`src/rtl/ball_motion_if.sv`:
```
// rtl/ball_motion_if.sv - pixel stream, control and status bundle for ball_motion
// Master drives the stream and controls; slave (the ball stage) returns the overlay and position.
interface ball_motion_if;
   logic [25:0] strRGB_i;
   logic        start;
   logic        bounce_x;
   logic [25:0] strRGB_o;
   logic [9:0]  pos_x;
   logic [9:0]  pos_y;
   logic        miss_l;
   logic        miss_r;

   modport master (
      output strRGB_i, start, bounce_x,
      input  strRGB_o, pos_x, pos_y, miss_l, miss_r
   );

   modport slave (
      input  strRGB_i, start, bounce_x,
      output strRGB_o, pos_x, pos_y, miss_l, miss_r
   );
endinterface

```
`src/rtl/ball_motion.sv`:
```
// rtl/ball_motion.sv - moving SIZExSIZE ball overlay with edge bounce, paddle bounce and serve
// Define BALL_SCORE_EN to turn left/right edge hits into misses followed by a timed re-serve.
module ball_motion #(
   parameter int          H_RES       = 640,
   parameter int          V_RES       = 480,
   parameter int          SIZE        = 10,
   parameter int          SPEED_X     = 2,
   parameter int          SPEED_Y     = 1,
   parameter logic [2:0]  COLOR       = 3'b111,
   parameter int          SERVE_DELAY = 60
) (
   input logic           px_clk,
   input logic           reset_n,
   ball_motion_if.slave  bus
);
   localparam logic [10:0] X_MAX = 11'(H_RES - SIZE);
   localparam logic [10:0] Y_MAX = 11'(V_RES - SIZE);
   localparam logic [9:0]  CX    = 10'((H_RES - SIZE) / 2);
   localparam logic [9:0]  CY    = 10'((V_RES - SIZE) / 2);
   localparam logic [10:0] SPX   = 11'(SPEED_X);
   localparam logic [10:0] SPY   = 11'(SPEED_Y);
   localparam logic [10:0] SZ    = 11'(SIZE);

`ifdef BALL_SCORE_EN
   typedef enum logic [1:0] {S_IDLE, S_MOVE, S_SERVE} state_t;
   logic [7:0] r_cnt;
`else
   typedef enum logic [1:0] {S_IDLE, S_MOVE} state_t;
`endif

   state_t      r_state;
   logic [9:0]  r_pos_x, r_pos_y;
   logic        r_dir_x, r_dir_y;
   logic        r_bounce;
   logic        r_miss_l, r_miss_r;
   logic [25:0] r_out;

   logic [10:0] w_x, w_y, w_px, w_py;
   logic        w_tick, w_cover, w_bounce, w_dx, w_go;
   logic        w_x_hit, w_y_hit;
   logic [9:0]  w_x_next, w_y_next;

   assign w_x    = {1'b0, bus.strRGB_i[22:13]};
   assign w_y    = {1'b0, bus.strRGB_i[12:3]};
   assign w_px   = {1'b0, r_pos_x};
   assign w_py   = {1'b0, r_pos_y};
   assign w_tick = (bus.strRGB_i[22:13] == 10'd0) && (bus.strRGB_i[12:3] == 10'(V_RES));

   assign w_cover = (w_x >= w_px) && (w_x < w_px + SZ) &&
                    (w_y >= w_py) && (w_y < w_py + SZ);

   // A paddle bounce turns the ball before this tick's step is taken.
   assign w_bounce = (r_state == S_MOVE) && (r_bounce || bus.bounce_x);
   assign w_dx     = r_dir_x ^ w_bounce;
   assign w_go     = w_tick && ((r_state == S_MOVE) || ((r_state == S_IDLE) && bus.start));

   assign w_x_hit  = w_dx ? (w_px + SPX >= X_MAX) : (w_px <= SPX);
   assign w_x_next = w_x_hit ? (w_dx ? X_MAX[9:0] : 10'd0)
                             : (w_dx ? 10'(w_px + SPX) : 10'(w_px - SPX));
   assign w_y_hit  = r_dir_y ? (w_py + SPY >= Y_MAX) : (w_py <= SPY);
   assign w_y_next = w_y_hit ? (r_dir_y ? Y_MAX[9:0] : 10'd0)
                             : (r_dir_y ? 10'(w_py + SPY) : 10'(w_py - SPY));

   always_ff @(posedge px_clk or negedge reset_n) begin
      if (!reset_n) begin
         r_state  <= S_IDLE;
         r_pos_x  <= CX;
         r_pos_y  <= CY;
         r_dir_x  <= 1'b1;
         r_dir_y  <= 1'b1;
         r_bounce <= 1'b0;
         r_miss_l <= 1'b0;
         r_miss_r <= 1'b0;
         r_out    <= '0;
`ifdef BALL_SCORE_EN
         r_cnt    <= '0;
`endif
      end else begin
         r_out    <= {(w_cover ? COLOR : bus.strRGB_i[25:23]), bus.strRGB_i[22:0]};
         r_miss_l <= 1'b0;
         r_miss_r <= 1'b0;

         if (w_tick)
            r_bounce <= 1'b0;
         else if ((r_state == S_MOVE) && bus.bounce_x)
            r_bounce <= 1'b1;

         if (w_tick && (r_state == S_IDLE) && bus.start)
            r_state <= S_MOVE;

         if (w_go) begin
            r_pos_y <= w_y_next;
            r_dir_y <= r_dir_y ^ w_y_hit;
`ifdef BALL_SCORE_EN
            if (w_x_hit) begin
               // Serve back toward the side that just scored.
               r_miss_l <= ~w_dx;
               r_miss_r <= w_dx;
               r_dir_x  <= ~w_dx;
               r_pos_x  <= CX;
               r_pos_y  <= CY;
               r_cnt    <= '0;
               r_state  <= S_SERVE;
            end else begin
               r_pos_x  <= w_x_next;
               r_dir_x  <= w_dx;
            end
`else
            r_pos_x <= w_x_next;
            r_dir_x <= r_dir_x ^ (w_bounce | w_x_hit);
`endif
         end

`ifdef BALL_SCORE_EN
         if (w_tick && (r_state == S_SERVE)) begin
            if (r_cnt == 8'(SERVE_DELAY - 1)) begin
               r_cnt   <= '0;
               r_state <= S_MOVE;
            end else begin
               r_cnt   <= r_cnt + 8'd1;
            end
         end
`endif
      end
   end

   assign bus.strRGB_o = r_out;
   assign bus.pos_x    = r_pos_x;
   assign bus.pos_y    = r_pos_y;
   assign bus.miss_l   = r_miss_l;
   assign bus.miss_r   = r_miss_r;
endmodule

```
`src/flat_wrapper.sv`:
```
// flat-port wrapper written by rule: the top's interface ports become plain ports
module ball_motion_flat 
#(
   parameter int          H_RES       = 640,
   parameter int          V_RES       = 480,
   parameter int          SIZE        = 10,
   parameter int          SPEED_X     = 2,
   parameter int          SPEED_Y     = 1,
   parameter logic [2:0]  COLOR       = 3'b111,
   parameter int          SERVE_DELAY = 60
)
  (px_clk, reset_n, bus_strRGB_i, bus_start, bus_bounce_x, bus_strRGB_o, bus_pos_x, bus_pos_y, bus_miss_l, bus_miss_r);
  ball_motion_if bus_i ();
  input logic px_clk;
  input logic reset_n;
  input wire logic [$bits(bus_i.strRGB_i)-1:0] bus_strRGB_i;
  input wire logic [$bits(bus_i.start)-1:0] bus_start;
  input wire logic [$bits(bus_i.bounce_x)-1:0] bus_bounce_x;
  output wire logic [$bits(bus_i.strRGB_o)-1:0] bus_strRGB_o;
  output wire logic [$bits(bus_i.pos_x)-1:0] bus_pos_x;
  output wire logic [$bits(bus_i.pos_y)-1:0] bus_pos_y;
  output wire logic [$bits(bus_i.miss_l)-1:0] bus_miss_l;
  output wire logic [$bits(bus_i.miss_r)-1:0] bus_miss_r;
  assign bus_i.strRGB_i = bus_strRGB_i;
  assign bus_i.start = bus_start;
  assign bus_i.bounce_x = bus_bounce_x;
  assign bus_strRGB_o = bus_i.strRGB_o;
  assign bus_pos_x = bus_i.pos_x;
  assign bus_pos_y = bus_i.pos_y;
  assign bus_miss_l = bus_i.miss_l;
  assign bus_miss_r = bus_i.miss_r;
  ball_motion #(.H_RES(H_RES), .V_RES(V_RES), .SIZE(SIZE), .SPEED_X(SPEED_X), .SPEED_Y(SPEED_Y), .COLOR(COLOR), .SERVE_DELAY(SERVE_DELAY)) u_core (.px_clk(px_clk), .reset_n(reset_n), .bus(bus_i));
endmodule
```
`config.mk`:
```
export PLATFORM = sky130hd
export DESIGN_NAME = ball_motion_flat
export DESIGN_NICKNAME = d
export VERILOG_FILES = /design/src/rtl/ball_motion_if.sv /design/src/rtl/ball_motion.sv /design/src/flat_wrapper.sv
export SDC_FILE = /design/constraint.sdc
export NUM_CORES = 1
export LEC_CHECK = 0
export ABC_CLOCK_PERIOD_IN_PS = 4100
export BUFFER_PORTS_ARGS = -buffer_cell sky130_fd_sc_hd__buf_2
export CORE_MARGIN = 2
export CORE_UTILIZATION = 40
export DETAILED_ROUTE_END_ITERATION = 12
export PLACE_DENSITY = 0.59
export SLEW_MARGIN = 20
export SYNTH_ARGS = -nofsm -noshare
export SYNTH_HDL_FRONTEND = slang
export SYNTH_SLANG_ARGS = --single-unit
```
`constraint.sdc`:
```
create_clock -name px_clk -period 4.1 [get_ports px_clk]
set_input_delay 0.615 -clock px_clk [delete_from_list [all_inputs] [get_ports px_clk]]
set_output_delay 0.615 -clock px_clk [all_outputs]
set_load 0.05 [all_outputs]
```
==> flow_summary.ini <==
[clock_network]
htree_levels = 2
cts.hold.buffers_added = 0
clockRootBuffer = clkbuf_8
cts_setup_buffers = 0
ctsResizeCount = 0
clk_latency_ns = 0.31
cts.sinks = 50
numCtsBuffers = 5
cts_tree = yes
path_clk_slew_ns = 0.09
clock_path_buffers = 2

[synthesis]
syn_area_per_cell_um2 = 9.05
yosys.area.top_type = dfrtp_1
synth.distinct_cells = 66
ys_seq_area_frac = 0.321
synthFlopType = dfrtp_1
ys_warn_count = 0
ys_ff_latch = 50
synth.area.top_cells = dfrtp_1 (23%), ha_1 (16%), dfstp_2 (9.3%)
yosysMostFrequentCell = ha_1
syn_inst = 437
synth-async-reset-ratio = 1.00
synth_top_area_share = 0.228
syn_area_um2 = 3950
synth_edf_count = 0
synth_commonest_cells = ha_1 (49), dfrtp_1 (36), nor2_1 (31), a21oi_1 (29), inv_1 (26)

[power]
internal_power_uw = 745
p_switching_uw = 271
ir_worst_vdd_v = 0.000173
p_leak_uw = 0.00203
pwr-share-seq = 0.501
cellPowerDensity_nw_per_um2 = 226
swShare = 0.266
clkPwrFrac = 0.364
power_frac_comb = 0.135

[timing]
max_slew.worst_pin.slew_ns = 0.919
relSlewSlack = 0.382
setup_viol = 0
final_max_slew_viol_count = 0
fin_tns_setup_ns = 0
fin_worst_skew_ns = 0.0110
min_period_over_period = 0.781
hold_viol_final = 0
worst_slack_ns = 0.898
fmax_mhz = 312
fin_crit_ns = 3.20
whs_ns = 0.196
rsz0062_at_grt = no

[final_layout]
drive_gt1_frac = 0.239
final_area_um2 = 4500
diodes = 0
nNetsFinal = 575
syn2layout_area_growth_pct = 13.8

[worst_setup_path]
arrival_ns = 3.44
required_ns = 4.34
crit_type = flip-flop to flip-flop
critPathLaunchType = flip-flop
critPathMaxFanout = 13
end_kind = flip-flop

[place]
dpl_worst_slack_ns = 0.949
dp_hpwl_um = 7910
globalplace.congestion = 0.885
port_buffers = 75
place_area_um2 = 4380

[detailed_routing]
drt_iter0_markers = 356
drc = 0
wl_per_cell_um = 16.5
viasPerCell = 5.62
via_count = 3538
wirelength_um = 10400
detail-route-antenna-nets = 0
firstDrtPassIters = 5

[die]
dieHeight_um = 103
dieWidth_um = 103
boundaryPins = 78
start_util = 0.408
die-area_um2 = 10700
core_um2 = 9680
core.rowCount = 36

[run_status]
outcome = completed

[job]
cap_violations = 0

[grt]
grtUsageTotal = 0.204
grt_remaining_overflow = 0
grt_first_pass_wirelength_um = 17100
grt_pass1_vias = 3316
antenna_found_initial = 0
grt_max_degree = 39

[worst_hold_path]
hp-class = input pin to async pin
==> layer usage <==
metal / vias to the layer above / share of wire / GRT usage
met2: 126 / 0.45 / 0.315
met5: - / 0 / 0
li1: 1728 / - / -
met1: 1680 / 0.48 / 0.299
met4: 0 / 0.0063 / 0.0405
met3: 4 / 0.067 / 0.0376
==> final cells by class <==
cell class | count | area (um^2)
fill | 942 | 5180
timing repair buffer | 78 | 398
sequential | 50 | 1270
clock inverter | 1 | 30.0
multi-input combinational | 334 | 2450
inverter | 27 | 101
clock buffer | 7 | 86.3
tap | 133 | 166
==> power by group through the flow <==
stage               sequential, uW  combinational (uW)  clock (uW)
floorplan                      567                35.5           0
global placement               518                 137           0
detailed placement             518                 139           0
CTS                            509                 139         385
global route                   511                 152         399
finish                         509                 137         370
==> flip-flops by register name, summed over array words and instances, names as in the netlist <==
signal and cells:
u_core.r_bounce 1, u_core.bus.pos_x 10, u_core.r_dir_x 1, u_core.bus.strRGB_o 26, u_core.r_dir_y 1, u_core.r_state 1, u_core.bus.pos_y 10
==> worst max-delay path: stages (launching register included) <==
cell,delay [ns]
dfstp_2,0.68
ha_1,0.38
o21ai_0,0.19
or3_1,0.35
xnor2_1,0.13
ha_1,0.28
o21a_1,0.17
o21a_1,0.16
o22ai_1,0.15
a21oi_1,0.07
nor4_1,0.42
or2_1,0.16
==> kinds of logic (layout without fill, tap and decap cells) <==
kind of cell | Yosys count | count (layout) | share of synthesized area
buffers and inverters | 54 | 113 | 0.0617
other | 1 | 2 | 0.000948
multiplexers | 6 | 6 | 0.0161
adder cells (fa/ha/maj) | 49 | 49 | 0.155
AND/OR/NAND/NOR | 131 | 131 | 0.184
flip-flops | 50 | 50 | 0.321
AO/OA/AOI/OAI | 127 | 127 | 0.217
XOR/XNOR | 19 | 19 | 0.0440
==> layout by cell type (no fill, tap or decap), types with 3 or more instances in the layout <==
master and count:
a31oi_1 6, mux2i_1 3, inv_1 26, nand2_1 17
o21ai_1 19, or2_1 4, nand2b_1 3, nor4_1 12
xnor2_1 16, or3_1 4, and4_1 4, o21a_1 3
a31o_1 3, clkbuf_8 6, o21ai_2 3, dfrtp_1 36
mux2_2 3, nand3_1 13, buf_4 3, nor3_1 15
a21o_1 11, nor2_1 31, a41o_1 3, o2111ai_1 3
nand4_1 6, o21ai_0 11, o22ai_1 5, a21oi_1 29
and2_1 5, ha_1 49, buf_2 75, o31a_1 6
dfstp_2 14, a211oi_1 3
==> stage by stage <==
stage,power (uW),instances,util
2_1_floorplan,602,438,-
3_3_place_gp,655,622,0.453
3_5_place_dp,657,622,0.453
4_1_cts,1030,630,0.465
5_1_grt,1060,630,0.465
6_report,1020,630,0.465
==> final timing paths <==
check / cells after the start / start / slack (ns) / end
worst max-delay path: 11 / u_core.bus.pos_x[1]$_DFFE_PN1P_ / 0.90 / u_core.bus.strRGB_o[23]$_DFF_PN0_
worst min-delay path: 1 / reset_n / 0.20 / u_core.bus.pos_x[2]$_DFFE_PN0P_
worst max register to register: 11 / u_core.bus.pos_x[1]$_DFFE_PN1P_ / 0.90 / u_core.bus.strRGB_o[23]$_DFF_PN0_
worst min register to register: 2 / u_core.r_dir_x$_DFFE_PN1P_ / 0.50 / u_core.r_dir_x$_DFFE_PN1P_
max in group asynchronous: 2 / reset_n / 3.09 / u_core.bus.pos_y[7]$_DFFE_PN1P_
min in group px_clk: 1 / bus_strRGB_i[0] / 0.41 / u_core.bus.strRGB_o[0]$_DFF_PN0_
(Power assumes the default switching activity.)
